--- src/rtl/pma_check_sequencer.sv ---
// Shared iterative PMA attribute checker: round-robin grant, then one rule index per cycle.
// Optional macro PMA_CHECK_EARLY_EXIT_EN ends the scan as soon as all three attributes have hit.
module pma_check_sequencer #(
    parameter int unsigned               NrReq                 = 3,
    parameter int unsigned               MaxRules              = 16,
    parameter int unsigned               NrNonIdempotentRules  = 0,
    parameter logic [MaxRules-1:0][63:0] NonIdempotentAddrBase = '0,
    parameter logic [MaxRules-1:0][63:0] NonIdempotentLength   = '0,
    parameter int unsigned               NrExecuteRegionRules  = 0,
    parameter logic [MaxRules-1:0][63:0] ExecuteRegionAddrBase = '0,
    parameter logic [MaxRules-1:0][63:0] ExecuteRegionLength   = '0,
    parameter int unsigned               NrCachedRegionRules   = 0,
    parameter logic [MaxRules-1:0][63:0] CachedRegionAddrBase  = '0,
    parameter logic [MaxRules-1:0][63:0] CachedRegionLength    = '0,
    parameter int unsigned               IdW                   = (NrReq > 1) ? $clog2(NrReq) : 1
) (
    input  logic                   clk_i,
    input  logic                   rst_i,
    input  logic                   flush_i,
    input  logic [NrReq-1:0]       req_valid_i,
    input  logic [NrReq-1:0][63:0] req_addr_i,
    output logic [NrReq-1:0]       req_ready_o,
    output logic                   rsp_valid_o,
    input  logic                   rsp_ready_i,
    output logic [IdW-1:0]         rsp_id_o,
    output logic                   rsp_nonidem_o,
    output logic                   rsp_exec_o,
    output logic                   rsp_cached_o
);

    localparam int unsigned NiEx    = (NrNonIdempotentRules > NrExecuteRegionRules) ?
                                      NrNonIdempotentRules : NrExecuteRegionRules;
    localparam int unsigned N       = (NiEx > NrCachedRegionRules) ? NiEx : NrCachedRegionRules;
    localparam int unsigned LastIdx = (N > 0) ? N - 1 : 0;
    localparam int unsigned IdxW    = (MaxRules > 1) ? $clog2(MaxRules) : 1;
    localparam int          NrReqI  = int'(NrReq);

    typedef enum logic [1:0] {IDLE, SCAN, RESP} state_e;

    state_e            r_state;
    state_e            w_stateNext;
    logic [63:0]       r_addr;
    logic [IdW-1:0]    r_id;
    logic [IdW-1:0]    r_rrPtr;
    logic [IdxW-1:0]   r_idx;
    logic              r_accNi;
    logic              r_accEx;
    logic              r_accCa;
    logic              w_grantFound;
    logic [IdW-1:0]    w_grantId;
    logic              w_grant;
    logic              w_hitNi;
    logic              w_hitEx;
    logic              w_hitCa;
    logic              w_scanDone;
    logic              w_resp;

    // The 65-bit end address keeps regions that touch the top of the address space from wrapping.
    function automatic logic regionHit(input logic [63:0] addr, input logic [63:0] base,
                                       input logic [63:0] len);
        return (addr >= base) && ({1'b0, addr} < ({1'b0, base} + {1'b0, len}));
    endfunction

    always_comb begin
        w_grantFound = 1'b0;
        w_grantId    = '0;
        for (int j = 0; j < NrReqI; j++) begin
            if (!w_grantFound && req_valid_i[j] && (j >= int'(r_rrPtr))) begin
                w_grantFound = 1'b1;
                w_grantId    = IdW'(j);
            end
        end
        for (int j = 0; j < NrReqI; j++) begin
            if (!w_grantFound && req_valid_i[j] && (j < int'(r_rrPtr))) begin
                w_grantFound = 1'b1;
                w_grantId    = IdW'(j);
            end
        end
    end

    assign w_grant = (r_state == IDLE) && !flush_i && !rst_i && w_grantFound;

    always_comb begin
        req_ready_o = '0;
        for (int j = 0; j < NrReqI; j++) begin
            req_ready_o[j] = w_grant && (w_grantId == IdW'(j));
        end
    end

    assign w_hitNi = (32'(r_idx) < NrNonIdempotentRules) &&
                     regionHit(r_addr, NonIdempotentAddrBase[r_idx], NonIdempotentLength[r_idx]);
    assign w_hitEx = (32'(r_idx) < NrExecuteRegionRules) &&
                     regionHit(r_addr, ExecuteRegionAddrBase[r_idx], ExecuteRegionLength[r_idx]);
    assign w_hitCa = (32'(r_idx) < NrCachedRegionRules) &&
                     regionHit(r_addr, CachedRegionAddrBase[r_idx], CachedRegionLength[r_idx]);

`ifdef PMA_CHECK_EARLY_EXIT_EN
    assign w_scanDone = (r_idx == IdxW'(LastIdx)) ||
                        ((r_accNi || w_hitNi) && (r_accEx || w_hitEx) && (r_accCa || w_hitCa));
`else
    assign w_scanDone = (r_idx == IdxW'(LastIdx));
`endif

    always_comb begin
        w_stateNext = r_state;
        unique case (r_state)
            IDLE:    if (w_grant) w_stateNext = (N > 0) ? SCAN : RESP;
            SCAN:    if (w_scanDone) w_stateNext = RESP;
            RESP:    if (rsp_ready_i) w_stateNext = IDLE;
            default: w_stateNext = IDLE;
        endcase
        if (flush_i) begin
            w_stateNext = IDLE;
        end
    end

    always_ff @(posedge clk_i) begin
        if (rst_i) begin
            r_state <= IDLE;
        end else begin
            r_state <= w_stateNext;
        end
    end

    // Accumulators only advance during an unflushed scan; a flushed request leaves no trace.
    always_ff @(posedge clk_i) begin
        if (rst_i) begin
            r_addr  <= '0;
            r_id    <= '0;
            r_rrPtr <= '0;
            r_idx   <= '0;
            r_accNi <= 1'b0;
            r_accEx <= 1'b0;
            r_accCa <= 1'b0;
        end else if (w_grant) begin
            r_addr  <= req_addr_i[w_grantId];
            r_id    <= w_grantId;
            r_rrPtr <= (w_grantId == IdW'(NrReq - 1)) ? '0 : w_grantId + 1'b1;
            r_idx   <= '0;
            r_accNi <= 1'b0;
            r_accEx <= 1'b0;
            r_accCa <= 1'b0;
        end else if ((r_state == SCAN) && !flush_i) begin
            r_accNi <= r_accNi | w_hitNi;
            r_accEx <= r_accEx | w_hitEx;
            r_accCa <= r_accCa | w_hitCa;
            r_idx   <= r_idx + 1'b1;
        end
    end

    assign w_resp        = (r_state == RESP);
    assign rsp_valid_o   = w_resp;
    assign rsp_id_o      = w_resp ? r_id : '0;
    assign rsp_nonidem_o = w_resp && r_accNi;
    assign rsp_exec_o    = w_resp && ((NrExecuteRegionRules == 0) ? 1'b1 : r_accEx);
    assign rsp_cached_o  = w_resp && r_accCa;

endmodule
--- config.mk ---
export PLATFORM = sky130hd
export DESIGN_NAME = pma_check_sequencer
export DESIGN_NICKNAME = d
export VERILOG_FILES = /design/src/rtl/pma_check_sequencer.sv
export SDC_FILE = /design/constraint.sdc
export NUM_CORES = 1
export LEC_CHECK = 0
export CORE_AREA = 2 2 81 83
export CTS_CLUSTER_DIAMETER = 80
export DETAILED_ROUTE_END_ITERATION = 16
export DIE_AREA = 0 0 83 85
export PLACE_DENSITY = 0.59
export SLEW_MARGIN = 20
export SYNTH_ARGS = -nofsm -noshare
export SYNTH_HDL_FRONTEND = slang
export SYNTH_SLANG_ARGS = --single-unit
--- constraint.sdc ---
create_clock -name clk_i -period 1.5 [get_ports clk_i]
set_input_delay 0.3 -clock clk_i [delete_from_list [all_inputs] [get_ports clk_i]]
set_output_delay 0.3 -clock clk_i [all_outputs]
set_load 0.01 [all_outputs]
# == After elaboration in Yosys (flattened, before gate mapping) ==
# Cells that the tools add are included.
# word_totals
ff_bits,10
latchBits,0
ramBits,0
rom_bits,0
wordCells,67
mem_count,0
# classes
add_sub_neg,2
multipliers,0
div,0
magnitude_cmp,6
n_eq_ne,7
shift,0
mux,17
n_bitwise,0
reduce_logical,31
# ops
operator,n
$logic_and 1x1->1,18
$mux 2,9
$logic_not 1->1,7
$mux 1,7
$ne 2x2->1 const B,3
$pmux 2 s3,1
$add 4x1->4 const B,1
$eq 2x1->1 const B,2
$eq 2x2->1 const B,2
$ge 1x2->1 const A,2
$logic_not 2->1,2
$logic_not 4->1,1
$lt 1x2->1 const A,2
$reduce_or 2->1,2
$reduce_and 3->1,1
$add 2x1->2 const B,1
$ge 2x2->1 const A,1
$lt 2x2->1 const A,1

# == Depth between registers and ports, before layout ==
# logic_depth
depth_word,26
ltp_mapped,3

# == Worst setup path after synthesis ==
# Ideal clock, no wire load.
# synth_path
path_type,register to output
start,register r_rrPtr[0]
end,output req_ready_o[0]
arrival_ns,0.927
required_time_ns,1.200
path_slack_ns,0.273
path_stages_with_launch,4
path_buffers,0
cell_sequence,dfxtp_1 or2b_2 a31oi_1 nor2_1
# synth_via
elab_chain_len,25
word_cells_on_any_way,36
cone_classes,order compare (6); mux (11); reduce/logical (19)
# synth_lines
item,line_no,source
"start, declared",44,logic [IdW-1:0] r_rrPtr;
"start signal, assigned",138,r_rrPtr <= (w_grantId == IdW'(NrReq - 1)) ? '0 : w_grantId + 1'b1;
$ge 1x2->1,68,if (!w_grantFound && req_valid_i[j] && (j >= int'(r_rrPtr))) begin
$logic_and 1x1->1,68,
$mux 1,68,
$logic_not 1->1,68,
$logic_and 1x1->1 (2 in series),68,
$mux 1,68,
$logic_not 1->1,68,
$logic_and 1x1->1 (2 in series),68,
[... 5 more ...],n/a,
$logic_not 1->1,74,if (!w_grantFound && req_valid_i[j] && (j < int'(r_rrPtr))) begin
$logic_and 1x1->1 (2 in series),74,
$mux 1,74,
$logic_not 1->1,74,
$logic_and 1x1->1 (2 in series),74,
$mux 2 / $mux 1 (equally long branches),74,
$logic_not 2->1 / $logic_and 1x1->1 (equally long branches),"86, 81",
$logic_and 1x1->1 (*),86,req_ready_o[j] = w_grant && (w_grantId == IdW'(j));
"end, declared",22,"output logic [NrReq-1:0] req_ready_o,"
# Every way passes the cells marked *; elsewhere a longest branch is shown, timed or not.

# == Worst setup path after layout ==
# layout_path
start,register r_rrPtr[1]
end,output req_ready_o[0]
# The elaborated chain is that of the path after synthesis.

==> impl_summary.md <==
Outcome
The flow ran to the end, but the final reports show violations. The final reports fail on negative setup slack.

Logic synthesis
After technology mapping, the gate count stands at 38. For this run, asynchronously set or reset flops after synthesis account for 0. In this run, synthesis inferred 0 flip-flops with an integrated enable. For this run, the number of Yosys warnings is 0. The sequential-to-total area share from yosys stat is 0.321.

Averaged over all synthesized cells, the footprint is 8.20 µm². The post-synthesis sequential element count is 5. The cell area after synthesis is between 300 and 400 µm². The most used flip-flop cell after synthesis is sky130_fd_sc_hd__dfxtp_1. Counting distinct cell types in the post-synthesis netlist gives 24.

Pwr
In this run the power density over the cells is 735 mW/mm². Internal power comes to 0.000377 W. The leakage power total is 0.274 nW. The worst voltage drop across the vdd grid is 0.383 mV. The net load switching power is between 0.0001 and 0.00015 W.

The total power is 0.000506 W. The share of total power dissipated in sequential elements is 0.289. Of the total power, the share spent switching nets is 0.255.

The share of total power dissipated in combinational logic is 0.206. Of the total power, the clock network draws 0.504.

Placement
The standard cell area after detailed placement is 579 µm². During placement, the flow inserted port buffers numbering 13. The HPWL after detailed placement is ~780 µm. Before CTS, the worst setup slack after placement is -0.624 ns. The final RePlAce weighted congestion is 0.770. The total instance count after detailed placement is approximately 130.

Route
The post-detailed-route count of antenna-violating nets is 0. The routed via count is ~370. The detail-routed via count per cell is 2.64.

Before antenna repair, the detailed router went through 2 iterations. The number of remaining DRC errors is 0. The detailed router finished its first iteration with 11 violations. In the final routed layout, each cell accounts on average for 8.08 µm. The routed design has approximately 1100 µm of wire.

Critical path
The critical path capture point type is a primary output. At the worst endpoint, the required time is 1.20 ns. The kind of critical path is flop to primary output.

STA classifies the critical path startpoint as a flop. Along the worst path, the maximum fanout reaches 7. The arrival time at the worst endpoint is 1.21 ns.

Final layout
The area of the multi-input gates is 241 µm². For this run, the share of the core covered by cells in the final layout is 0.111. Of the cells placed in the final design, the portion with a size suffix greater than 1 is 0.500. For this run, the number of standard cells in the final layout without fillers is 141. The filler cells instantiated in the layout total 709. The most common cell after layout, fill and taps aside is sky130_fd_sc_hd__buf_4. The number of antenna diodes in the final layout is 0. The final layout contains 264 nets. The final design area excluding fillers is 688 µm². In the layout the commonest cells are sky130_fd_sc_hd__buf_4, sky130_fd_sc_hd__dlygate4sd2_1. In the final layout, flip-flops and latches occupy 106 µm². The layout overhead on the synthesized area is 121%.

Floorplan
After floorplanning, the core was sized to cover slightly above 0.006 mm². The effective utilization at floorplan is 0.0502. The number of ports placed on the die boundary is between 200 and 250. The floorplan step set the die width to 83 µm. The overall die height is between 80 and 90 µm. The floorplan has 29 rows. The floorplan die area is ~0.0071 mm².

STA
The max-slew violation count is 0. Between clock sinks in the finished design, the worst skew comes to 0.00196 ns. Setup repair after global routing could not meet its margin everywhere. Of the available clock period, the critical path in the final layout requires 1.01. Setup violations remaining at the end of the flow were counted as 2. The hold violation count in the final report is 0. Timing would allow up to 663 MHz. After layout, the minimum clock period comes to around 1.5 ns. The post-route worst setup slack is -0.00819 ns.

Clock network
After clock tree synthesis, the clock-pin slew on the worst setup and hold paths is 0.04 ns. The clock passes through at most 2 buffers. Clock tree synthesis selected as its root buffer the cell sky130_fd_sc_hd__clkbuf_8. The clock drives 5 sinks. The clock tree from TritonCTS is done. The later-pin clock latency in the skew report is 0.22 ns. The deepest level of the CTS H-tree is 1. TritonCTS created 3 clock buffers.

Min path
The tightest min-delay check is of the primary input to flop type.

GRT
Global routing finished with a remaining overflow of 0. The number of antenna violations at the first check in global routing is 0. The wire length of the first global-routing pass is 1840 µm. The global-route total usage across every layer is 0.0332. The via count of the first global-routing pass is 380. The maximum number of pins on one net before global-route repair is 8.

Job
Across the run, the number of max-cap violations was 0.
## critical path: stages, from the launching register on
cell and delay [ns]:
sky130_fd_sc_hd__dfxtp_4 0.36, sky130_fd_sc_hd__or2b_4 0.26, sky130_fd_sc_hd__a31oi_4 0.18, sky130_fd_sc_hd__nor2_1 0.05, sky130_fd_sc_hd__buf_2 0.14
## logic make-up (layout without fill, tap and decap cells)
family,after synthesis,after routing,synth area share
AND/OR/NAND/NOR,15,15,0.313
AO/OA/AOI/OAI,11,11,0.245
buffers and inverters,6,31,0.108
flip-flops,5,5,0.321
other,1,2,0.0120
## sequential cells by signal (all words and copies together), names as in the netlist
| signal | flops |
|---|---|
| r_rrPtr | 2 |
| r_state | 1 |
| r_id | 2 |
## timing repair
action | in CTS | in global routing
setup buffers | 2 | 1
hold buffers | 0 | 0
pin swaps | 3 | 3
gates resized for setup | 33 | 11
setup endpoints to repair | 7 | 3
## final cells by class
cell class	instances	share of cell area
multi-input combinational	28	0.351
timing repair buffer	24	0.273
clock buffer	4	0.0655
tap	77	0.140
inverter	3	0.0164
sequential	5	0.155
## power by group through the flow
| stage | registers [W] | logic [W] | clock network (W) |
|---|---|---|---|
| 6_report | 0.000146 | 0.000104 | 0.000255 |
| 5_1_grt | 0.000148 | 0.000114 | 0.000273 |
| 2_1_floorplan | 0.000150 | 0.0000345 | 0 |
| 3_3_place_gp | 0.000148 | 0.0000901 | 0 |
| 4_1_cts | 0.000147 | 0.0000952 | 0.000261 |
| 3_5_place_dp | 0.000148 | 0.0000892 | 0 |
## worst paths after layout
| path | startpoint | to | slack [ns] | cells after the start |
|---|---|---|---|---|
| setup / recovery | r_rrPtr[1] | req_ready_o[0] | -0.008 | 4 |
| hold / removal | flush_i | r_state[1] | 0.39 | 3 |
| setup reg to reg | r_state[1] | r_rrPtr[1] | 0.27 | 4 |
| hold reg to reg | r_id[0] | r_id[0] | 0.48 | 2 |
## per-stage QoR
stage	hold WS, ns	TNS (ns)
2_1_floorplan	0.369	0
3_3_place_gp	0.468	-2.43
3_5_place_dp	0.467	-2.41
4_1_cts	0.477	-0.0331
5_1_grt	0.423	-0.112
6_report	0.393	-0.0153
## synth_stat cells (2+ instances only)
library cell              number  area share
sky130_fd_sc_hd__buf_4         3       0.072
sky130_fd_sc_hd__o21ai_0       2       0.032
sky130_fd_sc_hd__nor2_1        3       0.036
sky130_fd_sc_hd__a21oi_1       3       0.048
sky130_fd_sc_hd__and2_1        2       0.040
sky130_fd_sc_hd__inv_1         3       0.036
sky130_fd_sc_hd__dfxtp_1       5        0.32
## routing by layer
metal / global-route usage / part of all wire
met1: 0.0415 / 0.43
met2: 0.0477 / 0.49
met3: 0.0117 / 0.068
met4: 0.0224 / 0.013
met5: 0 / 0
No activity file was read; power rests on OpenSTA's default activity.
